[config.mk]
export PLATFORM = sky130hd
export DESIGN_NAME = image_receiver
export DESIGN_NICKNAME = d
export VERILOG_FILES = /design/src/rtl/image_link_pkg.sv /design/src/rtl/uart_rx_byte.sv /design/src/rtl/image_receiver.sv
export SDC_FILE = /design/constraint.sdc
export NUM_CORES = 1
export LEC_CHECK = 0
export BUFFER_PORTS_ARGS = -buffer_cell sky130_fd_sc_hd__buf_2
export CAP_MARGIN = 30
export CORE_ASPECT_RATIO = 1.5
export CORE_MARGIN = 5
export CORE_UTILIZATION = 40
export CTS_CLUSTER_DIAMETER = 150
export CTS_CLUSTER_SIZE = 20
export DETAILED_ROUTE_END_ITERATION = 6
export PLACE_DENSITY = 0.65
export SYNTH_ARGS = -nofsm -noshare
export SYNTH_HDL_FRONTEND = slang
export SYNTH_SLANG_ARGS = --single-unit
[constraint.sdc]
create_clock -name clk -period 2.21 [get_ports clk]
set_input_delay 0.3315 -clock clk [delete_from_list [all_inputs] [get_ports clk]]
set_output_delay 0.3315 -clock clk [all_outputs]
set_load 0.02 [all_outputs]
[src/rtl/image_link_pkg.sv]
// Shared definitions for the camera-image UART link.
// Covers the pixel/address widths, the wire format and the FSM state encodings.
package image_link_pkg;

    localparam int PIXEL_W      = 12;
    localparam int ADDR_W       = 17;
    localparam int FRAME_PIXELS = 320 * 240;

    // byte0 of every pixel carries this value in its upper nibble
    localparam logic [3:0] HDR_NIBBLE = 4'h0;

    typedef enum logic [1:0] {
        IDLE,
        START,
        DATA,
        STOP
    } rx_state_t;

    typedef enum logic {
        HI,
        LO
    } asm_state_t;

endpackage

[src/rtl/uart_rx_byte.sv]
// 8N1 UART byte receiver with a 2-flop input synchroniser.
// It produces a one-cycle byte_valid pulse, or a stop_err pulse when the stop bit is bad.
module uart_rx_byte
    import image_link_pkg::*;
#(
    parameter int CLKS_PER_BIT = 434
) (
    input  logic       clk,
    input  logic       rst,
    input  logic       uart_in,
    output logic       byte_valid,
    output logic [7:0] rx_byte,
    output logic       stop_err
);

    localparam int CNT_W = $clog2(CLKS_PER_BIT + 1);
    localparam logic [CNT_W-1:0] HALF_LIMIT = CNT_W'(CLKS_PER_BIT / 2 - 1);
    localparam logic [CNT_W-1:0] BIT_LIMIT  = CNT_W'(CLKS_PER_BIT - 1);

    logic             sync_meta;
    logic             line;
    logic             line_prev;
    rx_state_t        state;
    rx_state_t        next_state;
    logic [CNT_W-1:0] clk_cnt;
    logic [2:0]       bit_idx;
    logic [7:0]       shift;
    logic             tick;

    always_ff @(posedge clk) begin
        if (rst) begin
            sync_meta <= 1'b1;
            line      <= 1'b1;
            line_prev <= 1'b1;
        end else begin
            sync_meta <= uart_in;
            line      <= sync_meta;
            line_prev <= line;
        end
    end

    always_ff @(posedge clk) begin
        if (rst) state <= IDLE;
        else     state <= next_state;
    end

    // After a bad stop bit the line may still be low. IDLE only leaves on a falling
    // edge, so the FSM waits there until the line has gone high again.
    always_comb begin
        next_state = state;
        case (state)
            IDLE:    if (line_prev && !line) next_state = START;
            START:   if (tick) next_state = line ? IDLE : DATA;
            DATA:    if (tick && bit_idx == 3'd7) next_state = STOP;
            STOP:    if (tick) next_state = IDLE;
            default: next_state = IDLE;
        endcase
    end

    always_comb begin
        tick = 1'b0;
        case (state)
            IDLE:    tick = 1'b0;
            START:   tick = (clk_cnt == HALF_LIMIT);
            default: tick = (clk_cnt == BIT_LIMIT);
        endcase
        byte_valid = (state == STOP) && tick && line;
        stop_err   = (state == STOP) && tick && !line;
        rx_byte    = shift;
    end

    always_ff @(posedge clk) begin
        if (rst) begin
            clk_cnt <= '0;
            bit_idx <= '0;
            shift   <= '0;
        end else begin
            clk_cnt <= (state == IDLE || tick) ? '0 : clk_cnt + 1'b1;
            if (state != DATA) begin
                bit_idx <= '0;
            end else if (tick) begin
                shift   <= {line, shift[7:1]};
                bit_idx <= bit_idx + 1'b1;
            end
        end
    end

endmodule

[src/rtl/image_receiver.sv]
// Image receiver: turns UART byte pairs into 12-bit pixels written to sequential frame-buffer addresses.
// Defining IMAGE_RX_TIMEOUT_EN adds an idle-gap watchdog that resynchronises partial frames.
module image_receiver
    import image_link_pkg::*;
#(
    parameter int NUM_PIXELS   = FRAME_PIXELS,
    parameter int CLK_FREQ     = 50_000_000,
    parameter int BAUD_RATE    = 115200,
    parameter int CLKS_PER_BIT = CLK_FREQ / BAUD_RATE,
    parameter int TIMEOUT_CLKS = 20 * CLKS_PER_BIT
) (
    input  logic               clk,
    input  logic               rst,
    input  logic               uart_in,
    output logic               wr_en,
    output logic [ADDR_W-1:0]  address,
    output logic [PIXEL_W-1:0] pixel,
    output logic               image_ready,
    output logic               frame_err
);

    localparam int CNT_W = ADDR_W + 1;
    localparam logic [CNT_W-1:0] FULL_COUNT = CNT_W'(NUM_PIXELS);

    logic             byte_valid;
    logic             stop_err;
    logic [7:0]       rx_byte;
    asm_state_t       state;
    asm_state_t       next_state;
    logic [3:0]       nibble;
    logic [CNT_W-1:0] count;
    logic             header_ok;
    logic             hdr_err;
    logic             do_write;
    logic             timeout_hit;

    uart_rx_byte #(
        .CLKS_PER_BIT(CLKS_PER_BIT)
    ) u_rx (
        .clk        (clk),
        .rst        (rst),
        .uart_in    (uart_in),
        .byte_valid (byte_valid),
        .rx_byte    (rx_byte),
        .stop_err   (stop_err)
    );

`ifdef IMAGE_RX_TIMEOUT_EN
    localparam int IDLE_W = $clog2(TIMEOUT_CLKS + 1);
    localparam logic [IDLE_W-1:0] IDLE_LIMIT = IDLE_W'(TIMEOUT_CLKS);

    logic [IDLE_W-1:0] idle_cnt;

    always_ff @(posedge clk) begin
        if (rst || byte_valid)          idle_cnt <= '0;
        else if (idle_cnt != IDLE_LIMIT) idle_cnt <= idle_cnt + 1'b1;
    end

    // A finished frame is left alone; only a partially received frame is abandoned.
    assign timeout_hit = !byte_valid && (idle_cnt == IDLE_LIMIT) && !image_ready
                         && (state == LO || count != '0);
`else
    // Constant 0: this build has no idle watchdog.
    assign timeout_hit = (TIMEOUT_CLKS < 0);
`endif

    always_ff @(posedge clk) begin
        if (rst) state <= HI;
        else     state <= next_state;
    end

    always_comb begin
        next_state = state;
        if (byte_valid) begin
            case (state)
                HI:      if (header_ok) next_state = LO;
                LO:      next_state = HI;
                default: next_state = HI;
            endcase
        end else if (timeout_hit) begin
            next_state = HI;
        end
    end

    always_comb begin
        header_ok = (rx_byte[7:4] == HDR_NIBBLE);
        hdr_err   = byte_valid && (state == HI) && !header_ok;
        do_write  = byte_valid && (state == LO);
    end

    // The first valid byte after a completed frame restarts the count and is then handled as byte0.
    always_ff @(posedge clk) begin
        if (rst) begin
            wr_en       <= 1'b0;
            address     <= '0;
            pixel       <= '0;
            image_ready <= 1'b0;
            frame_err   <= 1'b0;
            nibble      <= '0;
            count       <= '0;
        end else begin
            wr_en     <= do_write;
            frame_err <= stop_err || hdr_err;
            if (byte_valid) begin
                if (state == HI && header_ok) nibble <= rx_byte[3:0];
                if (do_write) begin
                    pixel       <= {nibble, rx_byte};
                    address     <= count[ADDR_W-1:0];
                    count       <= count + 1'b1;
                    image_ready <= (count == FULL_COUNT - 1'b1);
                end else if (image_ready) begin
                    count       <= '0;
                    image_ready <= 1'b0;
                end
            end else if (timeout_hit) begin
                count  <= '0;
                nibble <= '0;
            end
        end
    end

endmodule

==> run_summary.xml, run 1 <==
<?xml version="1.0" encoding="UTF-8"?>
<metrics>
  <group name="outcome">
    <metric name="outcome" unit="">complete, no violations</metric>
  </group>
  <group name="timing">
    <metric name="timing_hold_violations_final" unit="">0</metric>
    <metric name="period_share" unit="">0.962</metric>
    <metric name="final_count_of_negative_setup_slack_endpoints" unit="">0</metric>
    <metric name="timing.hold.ws" unit="ns">0.179</metric>
    <metric name="fmax" unit="MHz">470</metric>
    <metric name="skew" unit="ns">0.00668</metric>
    <metric name="fin_crit" unit="ns">2.13</metric>
    <metric name="slew_headroom" unit="">0.707</metric>
    <metric name="timing_worst_slew_pin_value" unit="ns">0.435</metric>
    <metric name="final_max_slew_viol_count" unit="">0</metric>
    <metric name="rsz_0062_raised_after_global_routing" unit="">true</metric>
  </group>
  <group name="cells_and_area">
    <metric name="finalInstanceArea" unit="mm^2">0.00392</metric>
    <metric name="finish.net_count" unit="">421</metric>
    <metric name="stdcell_count" unit="">524</metric>
    <metric name="final_layout_size_suffix_gt1_frac" unit="">0.205</metric>
    <metric name="flow.area_growth_from_synthesis" unit="%">20.3</metric>
    <metric name="diodes" unit="">0</metric>
    <metric name="utilization" unit="">0.489</metric>
  </group>
  <group name="floorplanning">
    <metric name="ios" unit="">35</metric>
    <metric name="initial_utilization" unit="">0.407</metric>
    <metric name="core_region_area" unit="mm^2">0.00801</metric>
    <metric name="chipWidth" unit="um">83.7</metric>
    <metric name="fp.dieH" unit="um">120</metric>
    <metric name="die_area" unit="mm^2">0.0101</metric>
    <metric name="row_count" unit="">40</metric>
  </group>
  <group name="synthesis">
    <metric name="post-synth-top-area-cell" unit="">sky130_fd_sc_hd__dfxtp_1</metric>
    <metric name="synth_edf_count" unit="">0</metric>
    <metric name="async_flop_share" unit="">0</metric>
    <metric name="number_of_warnings_printed_during_yosys_synthesis" unit="">0</metric>
    <metric name="yosys.area.top_type_share" unit="">0.492</metric>
    <metric name="synth_most_common_cell" unit="">sky130_fd_sc_hd__dfxtp_1</metric>
    <metric name="synth.distinct_cells" unit="">46</metric>
    <metric name="synth.cells.most_frequent" unit="">sky130_fd_sc_hd__dfxtp_1 (80), sky130_fd_sc_hd__nand2_1 (71), sky130_fd_sc_hd__nor2_1 (47), sky130_fd_sc_hd__a21oi_1 (34), sky130_fd_sc_hd__xor2_1 (17)</metric>
    <metric name="synth-seq-cells" unit="">80</metric>
    <metric name="synthesis.area_per_instance" unit="um^2">8.70</metric>
    <metric name="ys_dominant_reg_cell" unit="">sky130_fd_sc_hd__dfxtp_1</metric>
    <metric name="syn-instance-count" unit="">374</metric>
    <metric name="synthesis.nets" unit="">381</metric>
    <metric name="ys_seq_area_frac" unit="">0.492</metric>
    <metric name="mapped_area" unit="mm^2">0.00326</metric>
    <metric name="netlist_top_cells_area" unit="">sky130_fd_sc_hd__dfxtp_1 (49%), sky130_fd_sc_hd__nand2_1 (8.2%), sky130_fd_sc_hd__nor2_1 (5.4%), sky130_fd_sc_hd__a21oi_1 (5.2%), sky130_fd_sc_hd__xor2_1 (4.6%)</metric>
  </group>
  <group name="setup_path">
    <metric name="worstPathBufferInverterCount" unit="">0</metric>
    <metric name="worst_path_arrival" unit="ns">2.35</metric>
    <metric name="worst_setup_path_start_kind" unit="">flop</metric>
    <metric name="crit_path_end_kind" unit="">flop</metric>
    <metric name="worstSetupStartpoint" unit="">u_rx.clk_cnt[6]</metric>
    <metric name="timing.critical_path.slowest_stage_cell" unit="">sky130_fd_sc_hd__or4_4</metric>
    <metric name="critPathMaxStageDelay" unit="ns">0.59</metric>
    <metric name="crit_type" unit="">flop to flop</metric>
    <metric name="crit-reg2reg-launch" unit="">u_rx.clk_cnt[6]</metric>
    <metric name="critical_path.cell_chain" unit="">or3b_4, or4_4, nor3b_4, mux2i_1, nor2_1</metric>
    <metric name="crit_required" unit="ns">2.43</metric>
    <metric name="critPathTopFamily" unit="">simple AND/OR/NAND/NOR gates</metric>
    <metric name="critical_path_peak_fanout" unit="">6</metric>
  </group>
  <group name="cts">
    <metric name="cts-root-buf" unit="">sky130_fd_sc_hd__clkbuf_16</metric>
    <metric name="cts_num_sinks" unit="">80</metric>
    <metric name="cts_inserted_buffers" unit="">9</metric>
    <metric name="tritoncts" unit="">built</metric>
    <metric name="number_of_levels_the_h_tree_was_split_into" unit="">3</metric>
    <metric name="worst_setup_hold_path_clk_slew" unit="ns">0.06</metric>
    <metric name="post_cts_hold_buffer_count" unit="">0</metric>
    <metric name="worstSkewPairLatency" unit="ns">0.34</metric>
    <metric name="cts.path.max_buffers" unit="">2</metric>
  </group>
  <group name="route">
    <metric name="vias" unit="">2646</metric>
    <metric name="route.antenna.remaining_nets" unit="">0</metric>
    <metric name="detailedRoute.firstIterationViolations" unit="">123</metric>
    <metric name="drt_pass1_iterations" unit="">4</metric>
    <metric name="route.detailed.vias_per_inst" unit="">5.05</metric>
    <metric name="route.detailed.wl_per_inst" unit="um">13.1</metric>
    <metric name="drc" unit="">0</metric>
    <metric name="route.final.wire_length" unit="um">6850</metric>
  </group>
  <group name="global_routing">
    <metric name="grt_pass1_wl" unit="um">12000</metric>
    <metric name="grt_util_all_layers" unit="">0.147</metric>
    <metric name="antenna_violations_before_repair" unit="">0</metric>
    <metric name="first_global_vias" unit="">2649</metric>
    <metric name="grt_max_degree" unit="">34</metric>
    <metric name="global_route.overflow_total" unit="">0</metric>
  </group>
  <group name="min_path">
    <metric name="min_from" unit="">uart_in</metric>
    <metric name="hold_class" unit="">input port to flop</metric>
  </group>
  <group name="power">
    <metric name="vdd_ir_drop_max" unit="mV">0.410</metric>
    <metric name="cellPowerDensity" unit="mW/mm^2">763</metric>
    <metric name="static-leakage-power" unit="nW">1.45</metric>
    <metric name="overall_power_of_the_completed_layout" unit="mW">2.99</metric>
  </group>
  <group name="place">
    <metric name="dpl.cell_count" unit="">506</metric>
    <metric name="place_congestion" unit="">0.821</metric>
    <metric name="placed_area" unit="mm^2">0.00359</metric>
    <metric name="number_of_port_buffers" unit="">34</metric>
    <metric name="hpwl_reported_at_the_end_of_detailed_placement" unit="um">4780</metric>
  </group>
  <group name="flow_run">
    <metric name="cap_violations" unit="">0</metric>
  </group>
</metrics>
layout make-up:
class | instances | area [um^2]
Clock buffer | 11 | 253
Clock inverter | 5 | 55.1
Fill cell | 809 | 4090
Inverter | 2 | 7.51
Multi-Input combinational cell | 269 | 1550
Sequential cell | 80 | 1610
Tap cell | 105 | 131
Timing Repair Buffer | 52 | 318
logic make-up after synthesis:
| group | count (synthesis) | synth area share |
|---|---|---|
| and+or+nand+nor | 181 | 0.271 |
| DFF | 80 | 0.492 |
| AOI/OAI and AO/OA | 48 | 0.0849 |
| buffers and inverters | 25 | 0.0334 |
| xor gates and xnor gates | 21 | 0.0565 |
| muxes | 15 | 0.0465 |
| adders and majority gates | 4 | 0.0154 |
registers in the layout, indices dropped and copies added, names as in the netlist, named ones only:
register,cells
u_rx.rx_byte,8
u_rx.line,1
nibble,4
frame_err,1
wr_en,1
address,17
pixel,12
u_rx.line_prev,1
state,1
image_ready,1
u_rx.bit_idx,3
count,18
u_rx.sync_meta,1
u_rx.clk_cnt,9
u_rx.state,1
placed cells by master, fill, tap and decap left out, types with 2 or more instances in the layout:
master,Yosys,final
sky130_fd_sc_hd__dfxtp_1,80,77
sky130_fd_sc_hd__nand3b_1,3,3
sky130_fd_sc_hd__nor4_1,7,7
sky130_fd_sc_hd__clkbuf_16,0,9
sky130_fd_sc_hd__xnor2_1,4,4
sky130_fd_sc_hd__nand2_1,71,71
sky130_fd_sc_hd__nor3_1,3,3
sky130_fd_sc_hd__or3_1,2,2
sky130_fd_sc_hd__buf_4,0,17
sky130_fd_sc_hd__buf_2,6,34
sky130_fd_sc_hd__clkbuf_8,0,2
sky130_fd_sc_hd__nand2b_1,4,4
sky130_fd_sc_hd__o211ai_1,2,2
sky130_fd_sc_hd__clkinv_2,0,2
sky130_fd_sc_hd__a21oi_1,34,34
sky130_fd_sc_hd__and3_1,2,2
sky130_fd_sc_hd__mux2i_1,14,14
sky130_fd_sc_hd__ha_1,4,4
sky130_fd_sc_hd__xor2_1,17,17
sky130_fd_sc_hd__nand3_1,15,15
sky130_fd_sc_hd__nand4_1,10,10
sky130_fd_sc_hd__o21ai_0,3,3
sky130_fd_sc_hd__nor2_1,47,47
sky130_fd_sc_hd__or4_1,2,2
sky130_fd_sc_hd__or2_2,4,4
sky130_fd_sc_hd__inv_1,2,2
sky130_fd_sc_hd__dfxtp_2,0,2
sky130_fd_sc_hd__clkinvlp_4,0,2
final timing paths:
check / endpoint / slack [ns] / cells past startpoint
worst max-delay path: nibble[1] / 0.08 / 5
worst max register to register: nibble[1] / 0.08 / 5
worst min-delay path: u_rx.sync_meta / 0.18 / 2
worst min register to register: u_rx.line / 0.41 / 1
per-stage QoR:
step           setup slack, ns  setup TNS (ns)
2_1_floorplan            0.110               0
3_3_place_gp            0.0870               0
3_5_place_dp            0.0317               0
4_1_cts                 0.0332               0
5_1_grt                -0.0156         -0.0156
6_report                0.0837               0
routing by layer:
metal | part of all wire | vias to the layer above | routed length (um) | track usage
li1 | - | 1342 | - | -
met1 | 0.43 | 1223 | 2910 | 0.161
met3 | 0.044 | 15 | 298 | 0.0436
met4 | 0.029 | 0 | 199 | 0.0845
met2 | 0.50 | 66 | 3440 | 0.251
met5 | 0 | - | 0 | 0
what timing repair did:
item	in CTS	in global routing
gates resized for setup	0	4
endpoints found under the setup margin	0	4
buffers inserted	0	2
hold endpoints to repair	0	0
report_power, final:
group / total [mW] / switching, mW / internal, mW
Clock: 1.50 / 0.569 / 0.931
Combinational: 0.0394 / 0.0265 / 0.0129
Sequential: 1.45 / 0.00475 / 1.44
Note: power is estimated with default switching activity, not from simulation.
==> run 2, diff against run 1 <==
--- a/config.mk
+++ b/config.mk
@@ -16,4 +16,5 @@
 export PLACE_DENSITY = 0.65
 export SYNTH_ARGS = -nofsm -noshare
 export SYNTH_HDL_FRONTEND = slang
+export SYNTH_HIERARCHICAL = 1
 export SYNTH_SLANG_ARGS = --single-unit
==> run 2 against run 1 <==
Compared with the run above:
- the flow now finishes with violations (negative setup slack)
- worst hold slack gained 0.0021 ns
- global-route usage grew 0.58 points
- clock skew shrank 0.00051 ns
- utilization grew 1.6 points
- area after synthesis grew 3.8%
- clock-buffer cell count grew 2
- synthesized cell count grew 0.80%
- fmax shrank 4.7%
- highest routed layer unchanged
==> run_summary.xml, run 2 <==
<?xml version="1.0" encoding="UTF-8"?>
<metrics>
  <group name="place">
    <metric name="place_congestion" unit="">0.857</metric>
    <metric name="number_of_port_buffers" unit="">34</metric>
    <metric name="hpwl_reported_at_the_end_of_detailed_placement" unit="um">5460</metric>
    <metric name="dpl.cell_count" unit="">526</metric>
  </group>
  <group name="route">
    <metric name="route.final.wire_length" unit="um">7560</metric>
    <metric name="route.detailed.vias_per_inst" unit="">5.18</metric>
    <metric name="detailedRoute.firstIterationViolations" unit="">99</metric>
    <metric name="route.detailed.wl_per_inst" unit="um">13.8</metric>
    <metric name="drt_pass1_iterations" unit="">4</metric>
    <metric name="vias" unit="">2832</metric>
    <metric name="route.antenna.remaining_nets" unit="">0</metric>
    <metric name="drc" unit="">0</metric>
  </group>
  <group name="global_routing">
    <metric name="first_global_vias" unit="">2837</metric>
    <metric name="grt_util_all_layers" unit="">0.153</metric>
    <metric name="antenna_violations_before_repair" unit="">0</metric>
    <metric name="global_route.overflow_total" unit="">0</metric>
    <metric name="grt_max_degree" unit="">37</metric>
    <metric name="grt_pass1_wl" unit="um">12800</metric>
  </group>
  <group name="floorplanning">
    <metric name="ios" unit="">35</metric>
    <metric name="row_count" unit="">41</metric>
    <metric name="initial_utilization" unit="">0.407</metric>
    <metric name="fp.dieH" unit="um">123</metric>
    <metric name="die_area" unit="mm^2">0.0104</metric>
    <metric name="chipWidth" unit="um">85.0</metric>
    <metric name="core_region_area" unit="mm^2">0.00831</metric>
  </group>
  <group name="cells_and_area">
    <metric name="top_register" unit="">count</metric>
    <metric name="largest_register_ffs" unit="">18</metric>
    <metric name="diodes" unit="">0</metric>
    <metric name="finish.net_count" unit="">442</metric>
    <metric name="layout.cells.most_common" unit="">sky130_fd_sc_hd__dfxtp_1</metric>
    <metric name="final_layout_size_suffix_gt1_frac" unit="">0.248</metric>
    <metric name="stdcell_count" unit="">547</metric>
    <metric name="layout_common_cells" unit="">sky130_fd_sc_hd__dfxtp_1 (79), sky130_fd_sc_hd__nand2_1 (76), sky130_fd_sc_hd__a21oi_1 (38), sky130_fd_sc_hd__buf_2 (34), sky130_fd_sc_hd__buf_4 (32)</metric>
    <metric name="layout_top_registers" unit="">count x18, address x17, pixel x12</metric>
    <metric name="flow.area_growth_from_synthesis" unit="%">24.2</metric>
    <metric name="utilization" unit="">0.505</metric>
  </group>
  <group name="synthesis">
    <metric name="synth_most_common_cell" unit="">sky130_fd_sc_hd__dfxtp_1</metric>
    <metric name="synth_edf_count" unit="">0</metric>
    <metric name="mapped_area" unit="mm^2">0.00338</metric>
    <metric name="yosys.area.top_type_share" unit="">0.474</metric>
    <metric name="ys_seq_area_frac" unit="">0.474</metric>
    <metric name="netlist_top_cells_area" unit="">sky130_fd_sc_hd__dfxtp_1 (47%), sky130_fd_sc_hd__nand2_1 (8.6%), sky130_fd_sc_hd__a21oi_1 (5.6%), sky130_fd_sc_hd__mux2i_1 (4.7%), sky130_fd_sc_hd__nand2b_1 (2.8%)</metric>
    <metric name="synth-seq-cells" unit="">80</metric>
    <metric name="synthesis.nets" unit="">384</metric>
    <metric name="synth.cells.most_frequent" unit="">sky130_fd_sc_hd__dfxtp_1 (80), sky130_fd_sc_hd__nand2_1 (77), sky130_fd_sc_hd__a21oi_1 (38), sky130_fd_sc_hd__nor2_1 (17), sky130_fd_sc_hd__mux2i_1 (16)</metric>
    <metric name="synth.distinct_cells" unit="">57</metric>
    <metric name="syn-instance-count" unit="">377</metric>
    <metric name="ys_dominant_reg_cell" unit="">sky130_fd_sc_hd__dfxtp_1</metric>
    <metric name="number_of_warnings_printed_during_yosys_synthesis" unit="">6</metric>
    <metric name="post-synth-top-area-cell" unit="">sky130_fd_sc_hd__dfxtp_1</metric>
    <metric name="synthesis.area_per_instance" unit="um^2">8.96</metric>
    <metric name="async_flop_share" unit="">0</metric>
  </group>
  <group name="timing">
    <metric name="final_count_of_negative_setup_slack_endpoints" unit="">3</metric>
    <metric name="fmax" unit="MHz">448</metric>
    <metric name="skew" unit="ns">0.00617</metric>
    <metric name="period_share" unit="">1.01</metric>
    <metric name="timing.hold.ws" unit="ns">0.181</metric>
    <metric name="final_max_slew_viol_count" unit="">0</metric>
    <metric name="timing_hold_violations_final" unit="">0</metric>
    <metric name="rsz_0062_raised_after_global_routing" unit="">true</metric>
    <metric name="final_critical_path_setup_slack" unit="ns">-0.0207</metric>
    <metric name="fin_crit" unit="ns">2.23</metric>
    <metric name="slew_headroom" unit="">0.558</metric>
    <metric name="timing_worst_slew_pin_value" unit="ns">0.662</metric>
  </group>
  <group name="outcome">
    <metric name="outcome" unit="">finished, violations left</metric>
    <metric name="failed_checks" unit="">negative setup slack</metric>
  </group>
  <group name="setup_path">
    <metric name="critical_path.cell_chain" unit="">nor4b_4, nand4b_4, a211oi_4, and3_4, buf_6, o21a_4, nand2_2, or4_1, a21oi_1</metric>
    <metric name="crit_type" unit="">flop to flop</metric>
    <metric name="crit_required" unit="ns">2.47</metric>
    <metric name="timing.critical_path.slowest_stage_cell" unit="">sky130_fd_sc_hd__or4_1</metric>
    <metric name="critPathTopFamily" unit="">simple AND/OR/NAND/NOR gates</metric>
    <metric name="worstPathBufferInverterCount" unit="">1</metric>
    <metric name="worst_setup_path_start_kind" unit="">flop</metric>
    <metric name="critPathMaxStageDelay" unit="ns">0.40</metric>
    <metric name="critical_path_peak_fanout" unit="">7</metric>
    <metric name="worst_path_arrival" unit="ns">2.49</metric>
    <metric name="crit_path_end_kind" unit="">flop</metric>
  </group>
  <group name="flow_run">
    <metric name="cap_violations" unit="">0</metric>
  </group>
  <group name="power">
    <metric name="static-leakage-power" unit="nW">1.72</metric>
    <metric name="vdd_ir_drop_max" unit="mV">0.388</metric>
    <metric name="cellPowerDensity" unit="mW/mm^2">707</metric>
  </group>
  <group name="cts">
    <metric name="cts_num_sinks" unit="">80</metric>
    <metric name="cts.path.max_buffers" unit="">2</metric>
    <metric name="number_of_levels_the_h_tree_was_split_into" unit="">3</metric>
    <metric name="worst_setup_hold_path_clk_slew" unit="ns">0.05</metric>
    <metric name="cts-root-buf" unit="">sky130_fd_sc_hd__clkbuf_16</metric>
    <metric name="worstSkewPairLatency" unit="ns">0.33</metric>
    <metric name="tritoncts" unit="">built</metric>
    <metric name="cts_inserted_buffers" unit="">9</metric>
    <metric name="post_cts_hold_buffer_count" unit="">0</metric>
  </group>
  <group name="min_path">
    <metric name="hold_class" unit="">input port to flop</metric>
  </group>
</metrics>
==> run 2: cell types whose count changed after synthesis, sizes merged, moves of 5 or more <==
cell,previous run,this run
and4,0,7
nand2,71,77
nand2b,4,15
nor2,47,17
nor3,4,9
nor4,9,2
xor2,17,9
==> run 2: where the power goes <==
part           leakage, nW  switching (mW)  internal (mW)
Combinational        0.926          0.0293         0.0177
Clock                0.150           0.536          0.932
Sequential           0.645         0.00283           1.45
==> run 2: repair_timing <==
item	CTS	global route
pin swaps	5	2
hold endpoints to repair	0	0
gates resized for setup	7	5
endpoints found under the setup margin	20	34
setup buffers	3	2
==> run 2: routing by layer <==
metal	routed length, um	track usage	vias to the layer above
met5	0	0	-
met4	155	0.0703	0
met3	240	0.0363	16
met2	4200	0.283	39
met1	2960	0.161	1347
li1	-	-	1430
==> run 2: metrics by stage <==
stage               area [um^2]  worst slack [ns]  power, mW  TNS [ns]
floorplan                  3400           -0.0323       1.51   -0.0598
global placement           3800           -0.0165       1.53   -0.0165
detailed placement         3800            -0.117       1.53    -0.534
CTS                        4150           0.00166       3.01         0
global route               4200            -0.132       3.07     -1.59
finish                     4200           -0.0207       2.96   -0.0451
==> run 2: cell type report <==
class	count	area [um^2]
Clock inverter	3	40.0
Timing Repair Buffer	69	444
Inverter	2	7.51
Multi-Input combinational cell	273	1710
Tap cell	107	134
Sequential cell	80	1600
Clock buffer	13	260
Fill cell	795	4120
==> run 2: logic make-up (layout without fill, tap and decap cells) <==
| group | Yosys count | after routing | share of synthesized area |
|---|---|---|---|
| flip-flops | 80 | 80 | 0.474 |
| buffers and inverters | 24 | 87 | 0.0385 |
| XOR/XNOR | 10 | 10 | 0.0259 |
| adder cells (fa/ha/maj) | 4 | 4 | 0.0148 |
| AO/OA/AOI/OAI | 64 | 64 | 0.115 |
| AND/OR/NAND/NOR | 176 | 176 | 0.274 |
| multiplexers | 19 | 19 | 0.0574 |
==> run 2: path summary, 6_finish.rpt <==
check / from / endpoint / slack, ns / cells past startpoint
max: u_rx/clk_cnt[0] / count[12] / -0.02 / 9
min: uart_in / u_rx/sync_meta / 0.18 / 2
max reg2reg: u_rx/clk_cnt[0] / count[12] / -0.02 / 9
min reg2reg: u_rx/sync_meta / u_rx/line / 0.41 / 1
